## config.mk

```make
export PLATFORM = sky130hd
export DESIGN_NAME = mic_pkt_sched
export DESIGN_NICKNAME = d
export VERILOG_FILES = /design/src/rtl/mic_pkt_sched.sv
export SDC_FILE = /design/constraint.sdc
export NUM_CORES = 1
export LEC_CHECK = 0
export CAP_MARGIN = 15
export CORE_MARGIN = 1.5
export CORE_UTILIZATION = 25
export DETAILED_ROUTE_END_ITERATION = 6
export HOLD_SLACK_MARGIN = 0.12
export MAX_ROUTING_LAYER = met4
export PLACE_DENSITY = 0.39
export SYNTH_ARGS = -nofsm -noshare
export SYNTH_HDL_FRONTEND = slang
export SYNTH_SLANG_ARGS = --single-unit
```

## constraint.sdc

```tcl
create_clock -name clock -period 3.8 [get_ports clock]
set_clock_uncertainty 0.2 [all_clocks]
set_input_delay 0.95 -clock clock [delete_from_list [all_inputs] [get_ports clock]]
set_output_delay 0.95 -clock clock [all_outputs]
set_load 0.05 [all_outputs]
```

## src/rtl/mic_pkt_sched.sv

```systemverilog
`default_nettype none
// ============================================================================
// Module   : mic_pkt_sched
// Purpose  : Mic FIFO read-side packetiser. Sends a 32-bit sequence number,
//            then SAMPLES_PER_PKT 16-bit samples MSB first, to the UDP TX mux.
//            Optional partial-packet timeout: define MIC_PKT_TIMEOUT_EN.
// Revision : 1.0 - initial release
// ============================================================================
module mic_pkt_sched #(
    parameter int SAMPLES_PER_PKT = 64,
    parameter int USEDW_W         = 11,
    parameter int TIMEOUT_CYCLES  = 2500000
) (
    input  logic               clock,
    input  logic               reset,
    input  logic               run,
    input  logic [USEDW_W-1:0] fifo_rdusedw,
    input  logic               fifo_empty,
    input  logic [15:0]        fifo_rdata,
    output logic               fifo_rdreq,
    output logic               tx_req,
    input  logic               tx_grant,
    output logic [7:0]         tx_data,
    output logic               tx_valid,
    output logic               tx_last,
    output logic               underflow
);
    localparam int                 c_smp_w     = $clog2(SAMPLES_PER_PKT + 1);
    localparam logic [c_smp_w-1:0] c_last_smp  = c_smp_w'(SAMPLES_PER_PKT - 1);
    localparam logic [USEDW_W-1:0] c_full_used = USEDW_W'(SAMPLES_PER_PKT);

    if (SAMPLES_PER_PKT < 2 || TIMEOUT_CYCLES < 1) begin : g_param_check
        $error("mic_pkt_sched: need SAMPLES_PER_PKT >= 2 and TIMEOUT_CYCLES >= 1");
    end

    typedef enum logic [2:0] {
        ST_IDLE = 3'd0,
        ST_REQ  = 3'd1,
        ST_SEQ  = 3'd2,
        ST_RD   = 3'd3,
        ST_MSB  = 3'd4,
        ST_LSB  = 3'd5
    } state_t;

    state_t             state_q, state_d;
    logic [31:0]        seq_q, seq_d;
    logic [1:0]         byte_q, byte_d;
    logic [c_smp_w-1:0] smp_q, smp_d;
    logic [7:0]         lsb_q, lsb_d;
    logic               got_q, got_d;
    logic               fifo_rdreq_q, fifo_rdreq_d;
    logic               tx_req_q, tx_req_d;
    logic [7:0]         tx_data_q, tx_data_d;
    logic               tx_valid_q, tx_valid_d;
    logic               tx_last_q, tx_last_d;
    logic               underflow_q, underflow_d;
    logic               w_live;
    logic [31:0]        w_hdr;

`ifdef MIC_PKT_TIMEOUT_EN
    localparam int                 c_tmr_w    = $clog2(TIMEOUT_CYCLES + 1);
    localparam logic [c_tmr_w-1:0] c_tmr_last = c_tmr_w'(TIMEOUT_CYCLES - 1);
    localparam logic [c_smp_w-1:0] c_full_pkt = c_smp_w'(SAMPLES_PER_PKT);
    logic [c_tmr_w-1:0] tmr_q, tmr_d;
    logic [c_smp_w-1:0] k_q, k_d;
`endif

    assign w_hdr = seq_q << {byte_q, 3'b000};

    // Outputs are registered, so bytes trail the state by one cycle; the
    // read strobe is issued on entry to RD so fifo_rdata lands during MSB.
    always_comb begin
        state_d      = state_q;
        seq_d        = seq_q;
        byte_d       = byte_q;
        smp_d        = smp_q;
        lsb_d        = lsb_q;
        got_d        = fifo_rdreq_q;
        tx_data_d    = 8'h00;
        tx_valid_d   = 1'b0;
        tx_last_d    = 1'b0;
        fifo_rdreq_d = 1'b0;
        underflow_d  = 1'b0;
        w_live       = 1'b1;
`ifdef MIC_PKT_TIMEOUT_EN
        tmr_d        = '0;
        k_d          = k_q;
`endif
        case (state_q)
            ST_IDLE: begin
                byte_d = '0;
                smp_d  = '0;
                if (!run) seq_d = '0;
                if (run && fifo_rdusedw >= c_full_used) begin
                    state_d = ST_REQ;
`ifdef MIC_PKT_TIMEOUT_EN
                    k_d     = c_full_pkt;
                end else if (run && fifo_rdusedw != '0) begin
                    if (tmr_q == c_tmr_last) begin
                        state_d = ST_REQ;
                        k_d     = c_smp_w'(fifo_rdusedw);
                    end else begin
                        tmr_d = tmr_q + 1'b1;
                    end
`endif
                end
            end
            ST_REQ: begin
                if (tx_grant)  state_d = ST_SEQ;
                else if (!run) state_d = ST_IDLE;
            end
            ST_SEQ: begin
                tx_valid_d = 1'b1;
                tx_data_d  = w_hdr[31:24];
                byte_d     = byte_q + 2'd1;
                if (byte_q == 2'd3) state_d = ST_RD;
            end
            ST_RD: state_d = ST_MSB;
            ST_MSB: begin
                tx_valid_d = 1'b1;
                tx_data_d  = got_q ? fifo_rdata[15:8] : 8'h00;
                lsb_d      = got_q ? fifo_rdata[7:0]  : 8'h00;
                state_d    = ST_LSB;
            end
            ST_LSB: begin
                tx_valid_d = 1'b1;
                tx_data_d  = lsb_q;
                smp_d      = smp_q + 1'b1;
                if (smp_q == c_last_smp) begin
                    tx_last_d = 1'b1;
                    seq_d     = seq_q + 32'd1;
                    state_d   = ST_IDLE;
                end else begin
                    state_d   = ST_RD;
                end
            end
            default: state_d = ST_IDLE;
        endcase

        tx_req_d = (state_d == ST_REQ);
`ifdef MIC_PKT_TIMEOUT_EN
        // Slots beyond the timeout snapshot are padding, not underflows.
        w_live = (smp_d < k_d);
`endif
        if (state_d == ST_RD && w_live) begin
            if (fifo_empty) underflow_d  = 1'b1;
            else            fifo_rdreq_d = 1'b1;
        end
    end

    always_ff @(posedge clock or posedge reset) begin
        if (reset) begin
            state_q      <= ST_IDLE;
            seq_q        <= '0;
            byte_q       <= '0;
            smp_q        <= '0;
            lsb_q        <= '0;
            got_q        <= 1'b0;
            fifo_rdreq_q <= 1'b0;
            tx_req_q     <= 1'b0;
            tx_data_q    <= '0;
            tx_valid_q   <= 1'b0;
            tx_last_q    <= 1'b0;
            underflow_q  <= 1'b0;
`ifdef MIC_PKT_TIMEOUT_EN
            tmr_q        <= '0;
            k_q          <= '0;
`endif
        end else begin
            state_q      <= state_d;
            seq_q        <= seq_d;
            byte_q       <= byte_d;
            smp_q        <= smp_d;
            lsb_q        <= lsb_d;
            got_q        <= got_d;
            fifo_rdreq_q <= fifo_rdreq_d;
            tx_req_q     <= tx_req_d;
            tx_data_q    <= tx_data_d;
            tx_valid_q   <= tx_valid_d;
            tx_last_q    <= tx_last_d;
            underflow_q  <= underflow_d;
`ifdef MIC_PKT_TIMEOUT_EN
            tmr_q        <= tmr_d;
            k_q          <= k_d;
`endif
        end
    end

    assign fifo_rdreq = fifo_rdreq_q;
    assign tx_req     = tx_req_q;
    assign tx_data    = tx_data_q;
    assign tx_valid   = tx_valid_q;
    assign tx_last    = tx_last_q;
    assign underflow  = underflow_q;

endmodule
`default_nettype wire
```

* Word-level counts from Yosys, hierarchy flattened
Index checks and enable logic that the tools add are counted.
W data, S select, Z words.
** Storage, ports and cells
- Flip-flop bits (word level) :: 66
- Bits of input ports :: 32
- Output and inout bits :: 13
- Word-level logic and storage cells :: 55
** Cells by class
- $add $sub $neg :: 3
- Order comparisons :: 1
- Equal/unequal tests :: 11
- Shifts and indexed selects :: 1
- Multiplexer cells :: 21
- Reductions and logical operators :: 6
** Operators with widths (number)
- $mux W32 :: 2
- $pmux W32 S2 :: 1
- $add A32 B1 Y32 const B :: 1
- $shl A32 B5 Y32 :: 1
- $pmux W8 S3 :: 1
- $pmux W3 S6 :: 1
- $mux W8 :: 2
- $pmux W7 S2 :: 1
- $mux W3 :: 4
- $ge A11 B7 Y1 const B :: 1
- $eq A3 B2 Y1 const B :: 3
- $add A7 B1 Y7 const B :: 1
- $eq A7 B6 Y1 const B :: 1
- $mux W1 :: 7
- $eq A3 B1 Y1 const B :: 2
- $eq A3 B3 Y1 const B :: 2
- $ne A2 B2 Y1 const B :: 2
- $pmux W2 S2 :: 1
- $reduce_bool A2 Y1 :: 2
- $logic_not A3 Y1 :: 1
- $reduce_and A3 Y1 :: 1
- $reduce_or A3 Y1 :: 1
- $add A2 B1 Y2 const B :: 1
- $eq A2 B2 Y1 const B :: 1
- 2 further kinds :: 2

* Depth between registers and ports, before layout
Gate-level depths: netlist of run 1.
- Word-level depth :: 6
- Depth in mapped cells :: 8
- Mapped depth without buffers :: 6

* Worst setup path after synthesis of run 1
No wires, ideal clock.
- Kind :: input to register
- From :: input port run
- To :: register seq_q[27]
- Data arrival time :: 2.180 ns
- Data required time :: 3.522 ns
- Path slack :: 1.342 ns
- Cell stages on the path :: 5
- Buffers on the path :: 0
- Cells stage by stage :: or4_4 > o31ai_4 > nand4_4 > or3_1 > a21oi_1
** Between the ends
- Cells in the longest elaborated chain, start to end :: 2
** RTL lines
- from (decl) :: RTL line 16 : input logic run,
- $ne A2 B2 Y1 (no source line)
- $reduce_and A3 Y1 (no source line)
- to (signal assigned) :: RTL line 171 : seq_q <= seq_d;
- to (decl) :: RTL line 46 : logic [31:0] seq_q, seq_d;
No other way between the ends.
A chain may end at the register's enable or synchronous reset.

* Final worst setup path of run 1
Same ends and word-level chain as after synthesis.

==> results.cfg, run 1 <==
[logic_synthesis]
syn_area_per_cell_um2 = 9.81
ys.flop_type = dfrtp_1
synthSimpleGateAreaFrac = 0.229
synth_cell_types = 46
netlist_area_um2 = 3410
yosys_register_bits = 66
synthArstFlopShare = 1.00
synth_xor_area_frac = 0.0487
yosys_warnings = 0
synth_top_family_by_area = simple AND/OR/NAND/NOR gates
synthMuxAreaShare = 0.0619
synth_compound_area_frac = 0.126
synth_fa_ha_area_frac = 0.0110
synthesis.nets = 383
yosysSeqAreaShare = 0.484
postSynthCellCount = 348
synth_edf_count = 0

[worst_setup_path]
path_buf_inv = 1
cp_max_fo = 10
critPathMaxStageDelay_ns = 0.50
start_kind = input port
crit_required_ns = 3.87
critPathKind = in2reg
arrival_ns = 2.87
cp_slowest_cell = or4_4
worstPathCellList = clkdlybuf4s50_1, or4_4, o31ai_4, nand4_4, or3_1, a21oi_1
worstSetupEndpointType = register
path_delay_family = simple AND/OR/NAND/NOR gates

[floorplan]
die_h_um = 120
dieArea_um2 = 14400
initial_core_util = 0.257
ioPinCount = 45
dieWidth_um = 120
rows = 42
coreArea_um2 = 13300

[placement]
hpwlAfterDp_um = 6520
gp_congestion = 0.750
dpl-instance-area_um2 = 3980
dp_slack_ns = 0.621
port_buffers = 38
dpl.cell_count = 549

[cts]
cts_resized = 0
insertion_delay_ns = 0.34
postCtsHoldBufs = 0
clockBufferDepth = 2
cts_tree = done
clkTransAtPathRegs_ns = 0.06
cts_setup_buffers = 0
cts-root-buf = clkbuf_16
h-tree-depth = 3
clock-sinks = 66
cts_made_buffers = 9

[layout]
synthToLayoutAreaGrowth_pct = 25.9
num_antenna_cells = 0
nets = 419
drive_gt1_frac = 0.0900
instances_no_fill = 565
postLayoutCoreUtil = 0.323
postLayoutCellArea_um2 = 4300

[sta]
worstMarginPinSlew_ns = 0.707
slew_viol_final = 0
final.period_utilization = 0.737
fmax_mhz = 357
setup_slack_ns = 0.999
relSlewSlack = 0.525
hold_viol = 0
whs_ns = 0.182
min_period_ns = 2.80
tns_ns = 0
grt_setup_unrepaired = false
finalSetupViolCount = 0

[power_and_ir_drop]
power.leakage_nw = 1.83
p_total_mw = 2.21
ir_drop_uv = 279
cellPowerDensity_nw_per_um2 = 515

[status]
status = finished, final reports clean

[drt]
drc = 0
drt_first_pass_iters = 4
vias = 2723
post_drt_via_cell_ratio = 4.82
first_iter_violations = 187
wl_um = 9340
wire_per_inst_um = 16.5
ant_nets = 0

[global_route]
grt_max_degree = 44
grt-ovfl-total = 0
grt_pass1_wl_um = 15500
grt_use_total = 0.148
grt_pass1_vias = 2781
antenna_found_initial = 0

[min_path]
hold_path_class = reg2reg

[run]
maxCapViolCount = 0
cell usage after synthesis (2+ instances only):
master | n | area [µm²]
a22o_1 | 3 | 26.3
mux2i_1 | 2 | 20.0
a21o_1 | 2 | 15.0
nand3_1 | 13 | 65.1
nor3_1 | 9 | 45.0
inv_1 | 14 | 52.6
and3_1 | 9 | 56.3
mux4_2 | 8 | 180
and2_1 | 2 | 12.5
buf_4 | 2 | 15.0
and4_1 | 3 | 26.3
ha_1 | 3 | 37.5
xor2_1 | 9 | 78.8
a222oi_1 | 8 | 80.1
clkbuf_1 | 12 | 45.0
o21a_1 | 3 | 22.5
nor2b_1 | 2 | 12.5
o21ai_0 | 32 | 160
nor2_1 | 30 | 113
or3_1 | 10 | 62.6
a21oi_1 | 13 | 65.1
nand2b_1 | 2 | 12.5
nand2_1 | 42 | 158
xnor2_1 | 10 | 87.6
dfrtp_1 | 66 | 1650
nand3b_1 | 2 | 15.0
nor4_1 | 8 | 50.1
nand4_1 | 11 | 68.8
worst paths after layout:
path,startpoint,depth (start not counted),endpoint,slack [ns]
setup / recovery,run,6,seq_q[27]$_DFFE_PP0P_,1.0
hold / removal,fifo_rdreq$_DFF_PP0_,0,got_q$_DFF_PP0_,0.18
setup reg to reg,state_q[0]$_DFF_PP0_,5,seq_q[27]$_DFFE_PP0P_,1.16
hold reg to reg,fifo_rdreq$_DFF_PP0_,0,got_q$_DFF_PP0_,0.18
max in group asynchronous,reset,3,seq_q[12]$_DFFE_PP0P_,1.99
min in group asynchronous,reset,2,lsb_q[3]$_DFFE_PP0P_,0.78
state kept, by name, indices dropped and copies added (netlist names):
name	flops
got_q	1
byte_q	2
fifo_rdreq	1
tx_valid	1
lsb_q	8
tx_req	1
seq_q	32
tx_last	1
underflow	1
state_q	3
smp_q	7
tx_data	8
where the power goes:
group | switching [mW] | internal (mW) | leakage, nW
clock | 0.313 | 0.563 | 0.152
sequential | 0.131 | 0.770 | 0.913
combinational | 0.269 | 0.169 | 0.763
worst register-to-register path: cells and delay by family, from the launching register on:
kind	cells	cell delay, ns
DFF	1	0.74
and+or+nand+nor	3	0.92
AOI/OAI and AO/OA	2	0.71
kinds of logic after synthesis:
group           Yosys count
simple gates            150
compound gates           67
fa+ha+maj                 3
mux                      11
xor+xnor                 19
buf+inv                  32
flops                    66
layout by cell type, fill, tap and decap left out, types with 7 or more instances in the layout:
cell / instances
o21ai_0: 32
inv_1: 13
dfrtp_1: 66
and3_1: 9
clkdlybuf4s50_1: 38
nor3_1: 9
mux4_2: 8
xor2_1: 9
a21oi_1: 13
nand3_1: 13
nand2_1: 42
or3_1: 10
xnor2_1: 10
nor4_1: 7
nand4_1: 11
a222oi_1: 8
nor2_1: 30
clkbuf_16: 9
cell type report:
| type | instances | area, µm² |
|---|---|---|
| clock buffer | 13 | 270 |
| clock inverter | 3 | 46.3 |
| fill | 1365 | 8990 |
| inverter | 15 | 56.3 |
| multi-input combinational | 250 | 1630 |
| sequential | 66 | 1650 |
| tap | 176 | 220 |
| timing repair buffer | 42 | 423 |
per-layer routing:
| metal | wire length, µm | GRT usage | part of all wire | vias to the layer above |
|---|---|---|---|---|
| li1 | - | - | - | 1333 |
| met1 | 4590 | 0.195 | 0.49 | 1339 |
| met2 | 4300 | 0.218 | 0.46 | 39 |
| met3 | 272 | 0.0342 | 0.029 | 12 |
| met4 | 184 | 0.0625 | 0.020 | 0 |
| met5 | 0 | - | 0 | - |
No activity file was read; power rests on OpenSTA's default activity.
==> run 2, diff against run 1 <==
- clock period: 3.8 -> 2.8 ns (I/O delays scaled with it)
==> run 2 against run 1 <==
Via count rose by 1.5%. Core utilization rose by 0.31 points. First-iteration DRC count rose by 13%. Critical path depth did not move. Clock power rose by 30%. Worst hold slack got worse by 0.0059 ns. Combinational power rose by 57%. Sequential share of layout area fell by 0.37 points. Largest power group unchanged. Highest routed layer unchanged.
==> results.cfg, run 2 (synthesis gave the netlist of run 1 again) <==
[status]
status = finished, final reports clean

[drt]
drt_first_pass_iters = 5
drc = 0
wl_um = 9130
vias = 2764
post_drt_via_cell_ratio = 4.82
wire_per_inst_um = 15.9
ant_nets = 0
first_iter_violations = 211

[placement]
dp_slack_ns = -0.0128
hpwlAfterDp_um = 6570
dpl.cell_count = 557
gp_congestion = 0.759
port_buffers = 38

[sta]
hold_viol = 0
relSlewSlack = 0.625
final.period_utilization = 0.876
slew_viol_final = 0
min_period_ns = 2.45
grt_setup_unrepaired = false
whs_ns = 0.177
fmax_mhz = 408
finalSetupViolCount = 0
setup_slack_ns = 0.347
worstMarginPinSlew_ns = 0.563

[power_and_ir_drop]
power_frac_seq = 0.389
swShare = 0.323
intPower_mw = 2.02
p_total_mw = 2.99
ir_drop_uv = 310
combPwrFrac = 0.230
switchingPower_mw = 0.967
power.leakage_nw = 1.86
cellPowerDensity_nw_per_um2 = 689
clkPwrFrac = 0.381

[cts]
cts_resized = 0
clock-sinks = 66
cts_tree = done
cts_setup_buffers = 0
cts-root-buf = clkbuf_16
insertion_delay_ns = 0.33
postCtsHoldBufs = 0
h-tree-depth = 3
cts_made_buffers = 9
clkTransAtPathRegs_ns = 0.06
clockBufferDepth = 2

[layout]
num_antenna_cells = 0
synthToLayoutAreaGrowth_pct = 27.2
largest_reg_flops = 32
final_cell_mix = dfrtp_1, nand2_1, clkdlybuf4s50_1
instances_no_fill = 573
layout_commonest_cell = dfrtp_1
top_register = seq_q
nets = 427
drive_gt1_frac = 0.106

[global_route]
grt_max_degree = 53
grt_use_total = 0.142
grt_pass1_vias = 2763
grt-ovfl-total = 0
grt_pass1_wl_um = 15200
antenna_found_initial = 0

[floorplan]
ioPinCount = 45
initial_core_util = 0.257
rows = 42
dieWidth_um = 120
die_h_um = 120
coreArea_um2 = 13300
dieArea_um2 = 14400

[worst_setup_path]
crit_required_ns = 2.86
worstPathCellList = clkdlybuf4s50_1, or4_4, o31ai_4, nand4_4, or3_1, a21oi_1
path_delay_family = simple AND/OR/NAND/NOR gates
path_buf_inv = 1
worstSetupEndpointType = register
arrival_ns = 2.51
critPathMaxStageDelay_ns = 0.46
start_kind = input port
critPathKind = in2reg
cp_max_fo = 10
cp_slowest_cell = or4_4

[run]
maxCapViolCount = 0

[min_path]
hold_path_class = reg2reg
==> run 2: changes by cell type in the layout (fill, tap and decap cells not counted), sizes merged <==
cell,before,now
clkinv,2,3
buf,4,12
clkbuf,13,12
==> run 2: metal layers <==
metal	up-vias	track usage	wire (µm)
li1	1345	-	-
met1	1361	0.190	4400
met2	43	0.213	4260
met3	15	0.0290	287
met4	0	0.0543	192
met5	-	-	0
==> run 2: path summary, 6_finish.rpt <==
path / startpoint / endpoint / slack [ns] / cells past startpoint
min in group asynchronous: reset / seq_q[30]$_DFFE_PP0P_ / 0.46 / 2
max in group asynchronous: reset / seq_q[2]$_DFFE_PP0P_ / 1.34 / 3
max reg2reg: smp_q[0]$_DFFE_PP0P_ / seq_q[25]$_DFFE_PP0P_ / 0.38 / 6
max: run / seq_q[25]$_DFFE_PP0P_ / 0.35 / 6
min: fifo_rdreq$_DFF_PP0_ / got_q$_DFF_PP0_ / 0.18 / 0
min reg2reg: fifo_rdreq$_DFF_PP0_ / got_q$_DFF_PP0_ / 0.18 / 0
==> run 2: per-stage QoR <==
step	util	TNS [ns]	instance area (µm²)
2_1_floorplan	-	0	3410
6_report	0.327	0	4340
3_5_place_dp	0.304	-0.0211	4040
3_3_place_gp	0.304	-0.00285	4040
4_1_cts	0.327	0	4340
5_1_grt	0.327	0	4340
==> run 2: area by class of cell <==
class | instances | area [µm²]
clock inverters | 4 | 51.3
clock buffers | 12 | 246
well taps | 176 | 220
multi-input cells | 250 | 1630
repair buffers | 50 | 483
fillers | 1372 | 8950
inverters | 15 | 56.3
flip-flops and latches | 66 | 1650
==> run 2: power by group through the flow <==
stage               clock network, mW  registers (mW)  logic, mW
floorplan                           0            1.17      0.460
global placement                    0            1.18      0.702
detailed placement                  0            1.19      0.700
CTS                              1.18            1.17      0.701
global route                     1.21            1.19      0.765
finish                           1.14            1.16      0.687
==> run 2: worst register-to-register path, delay by kind of cell (launching register included) <==
family / cells / cell delay [ns]
flops: 1 / 0.43
fa+ha+maj: 1 / 0.25
simple gates: 3 / 0.87
compound gates: 2 / 0.59
==> RTL edit (settings of run 1) <==
Make the reset (`reset`) synchronous in one clocked block.
--- a/src/rtl/mic_pkt_sched.sv
+++ b/src/rtl/mic_pkt_sched.sv
@@ -150,3 +150,3 @@
 
-    always_ff @(posedge clock or posedge reset) begin
+    always_ff @(posedge clock) begin
         if (reset) begin
Behaviour: differs if reset is asserted again (counterexample within 4 cycles, from zero or initial values and one cycle with reset high); with reset held inactive, the same outputs for 10 cycles.
==> RTL edit against run 1 <==
- non-clock buffer count is 3 higher
- wire length is 5.9% higher
- sequential cell count stayed put
- synthesized area is 0.77% lower
- setup slack worse by 0.064 ns
- sequential share of layout area is 7.1 points lower
- via count is 15% higher
- cell area is 1.8% lower
- first-iteration DRC count is 26% higher
- critical endpoint is now seq_q[20]
- largest cell class is now multi-input gates
Power is not compared: it rests on default switching activity, and its combinational part moved more than twofold at a synthesized area within 25%.
==> RTL edit: results (changes against run 1) <==
| Metric | Value |
|---|---|
| Synth unique cells | `45 (-2.2%)` |
| Maximum fanout along the worst path | `55 (+45)` |
| R2R depth | `5 (unchanged)` |
| Initial antenna violation count | `0 (unchanged)` |
| Async SR Flop Fraction | `0 (-1.00)` |
| Syn_nets | `424 (+11%)` |
| Status | `finished, final reports clean` |
| Global-route wire length before repair | `16.0 mm (+3.0%)` |
| Peak VDD IR | `0.184 mV` |
| Slew Limit Headroom | `0.313 (-0.212)` |
| Vias in the first global route | `2958 (+6.4%)` |
| Final nets | `445 (+6.2%)` |
| Hold Path Cell Cnt | `2 (+2)` |
| DR iter-0 viols | `235 (+26%)` |
| HPWL Detailed | `6.73 mm (+3.2%)` |
| 1st-pass router iterations | `5 (+1)` |
| RR Endpoint | `seq_q[20]` |
| HP Class | `reg -> reg` |
| Routed WL per cell | `16.7 µm (+1.2%)` |
| FF-to-FF setup slack | `1.12 ns (-0.04 ns)` |
| Crit path kind | `in -> reg` |
| Max clock buf depth | `2 (unchanged)` |
| N_diodes | `0 (unchanged)` |
| Routed via count | `3136 (+15%)` |
| Warnings from Yosys | `0 (unchanged)` |
| I/O Buffers | `38 (unchanged)` |
| LEAKAGE | `~1.3 nW` |
| Top post-synthesis cells by count | `dfxtp_1, a21oi_1, nand2_1` |
| Post-synthesis sequential area ratio | `0.390 (-0.0937)` |
| Num CTS Buffers | `9 (unchanged)` |
| Clock transition at the registers of the reported paths | `0.06 ns (about the same)` |
| FF-to-FF Start | `state_q[0]` |
| RD Place Congestion | `0.754 (+0.48%)` |
| Number of flip-flops in the largest register | `32 (unchanged)` |
| Dpl ws | `0.599 ns (-0.0222 ns)` |
| Setup crit start | `run` |
| Root buf cell | `clkbuf_16` |
| Fillers | `1400 (+2.6%)` |
| Setup bufs post-CTS | `0 (unchanged)` |
| Clk_lat worst skew | `0.34 ns (about the same)` |
| Global Route Usage Sum | `0.149 (+0.00148)` |
| Largest net degree at the start of global routing | `56 (+27%)` |
| Largest Register | `seq_q` |
| CTS hold repair buffers | `0 (unchanged)` |
| Fraction of layout cells with a size suffix above 1 | `0.0892 (-0.000818)` |
| Final Cycle Share | `0.754 (+0.0168)` |
| CTS resizes | `0 (unchanged)` |
| Top cells by area, synth | `dfxtp_1, mux4_2, a21oi_1` |
| H-tree Lvls | `3 (unchanged)` |
RTL edit: critical path, stage by stage:
cell,delay [ns]
clkdlybuf4s50_1,0.47
or3_1,0.37
o41a_1,0.12
buf_4,0.29
or4_1,0.55
a21oi_1,0.14
RTL edit: cells by family after synthesis:
family / count (synthesis) / synth area share
muxes: 19 / 0.0860
and+or+nand+nor: 166 / 0.278
adders and majority gates: 3 / 0.0111
AOI/OAI and AO/OA: 94 / 0.185
buffers and inverters: 41 / 0.0499
DFF: 66 / 0.390
RTL edit: per-stage QoR:
step	area (µm²)	instances	hold slack, ns
finish	4220	591	0.254
global route	4220	591	0.268
CTS	4220	591	0.254
detailed placement	3890	575	0.246
global placement	3890	575	0.240
floorplan	3390	389	0.232
RTL edit: final cells by class:
type	count	area (µm²)	area share
well taps	176	220	0.0522
flip-flops and latches	66	1320	0.313
multi-input cells	282	1900	0.450
inverters	6	22.5	0.00533
repair buffers	45	433	0.103
clock buffers	9	225	0.0533
clock inverters	7	101	0.0240
RTL edit: worst min-delay path by stage:
stage | start | endpoint | slack [ns]
after floorplan | lsb_q[0] | lsb_q[0] | 0.23
after CTS | lsb_q[0] | lsb_q[0] | 0.25
after global placement | lsb_q[0] | lsb_q[0] | 0.24
after global routing | lsb_q[1] | lsb_q[1] | 0.27
after detailed placement | lsb_q[0] | lsb_q[0] | 0.25
final | lsb_q[1] | lsb_q[1] | 0.25
RTL edit: layer usage:
layer | track usage | vias up | wire length (µm)
met3 | 0.0417 | 15 | 381
li1 | - | 1540 | -
met2 | 0.220 | 56 | 4580
met1 | 0.194 | 1525 | 4690
met4 | 0.0588 | 0 | 235
met5 | - | - | 0
RTL edit: report_power, final:
group / internal, mW / total [mW] / switching, mW
clock network: 0.580 / 0.921 / 0.341
registers: 0.697 / 0.711 / 0.0134
logic: 0.0510 / 0.121 / 0.0699
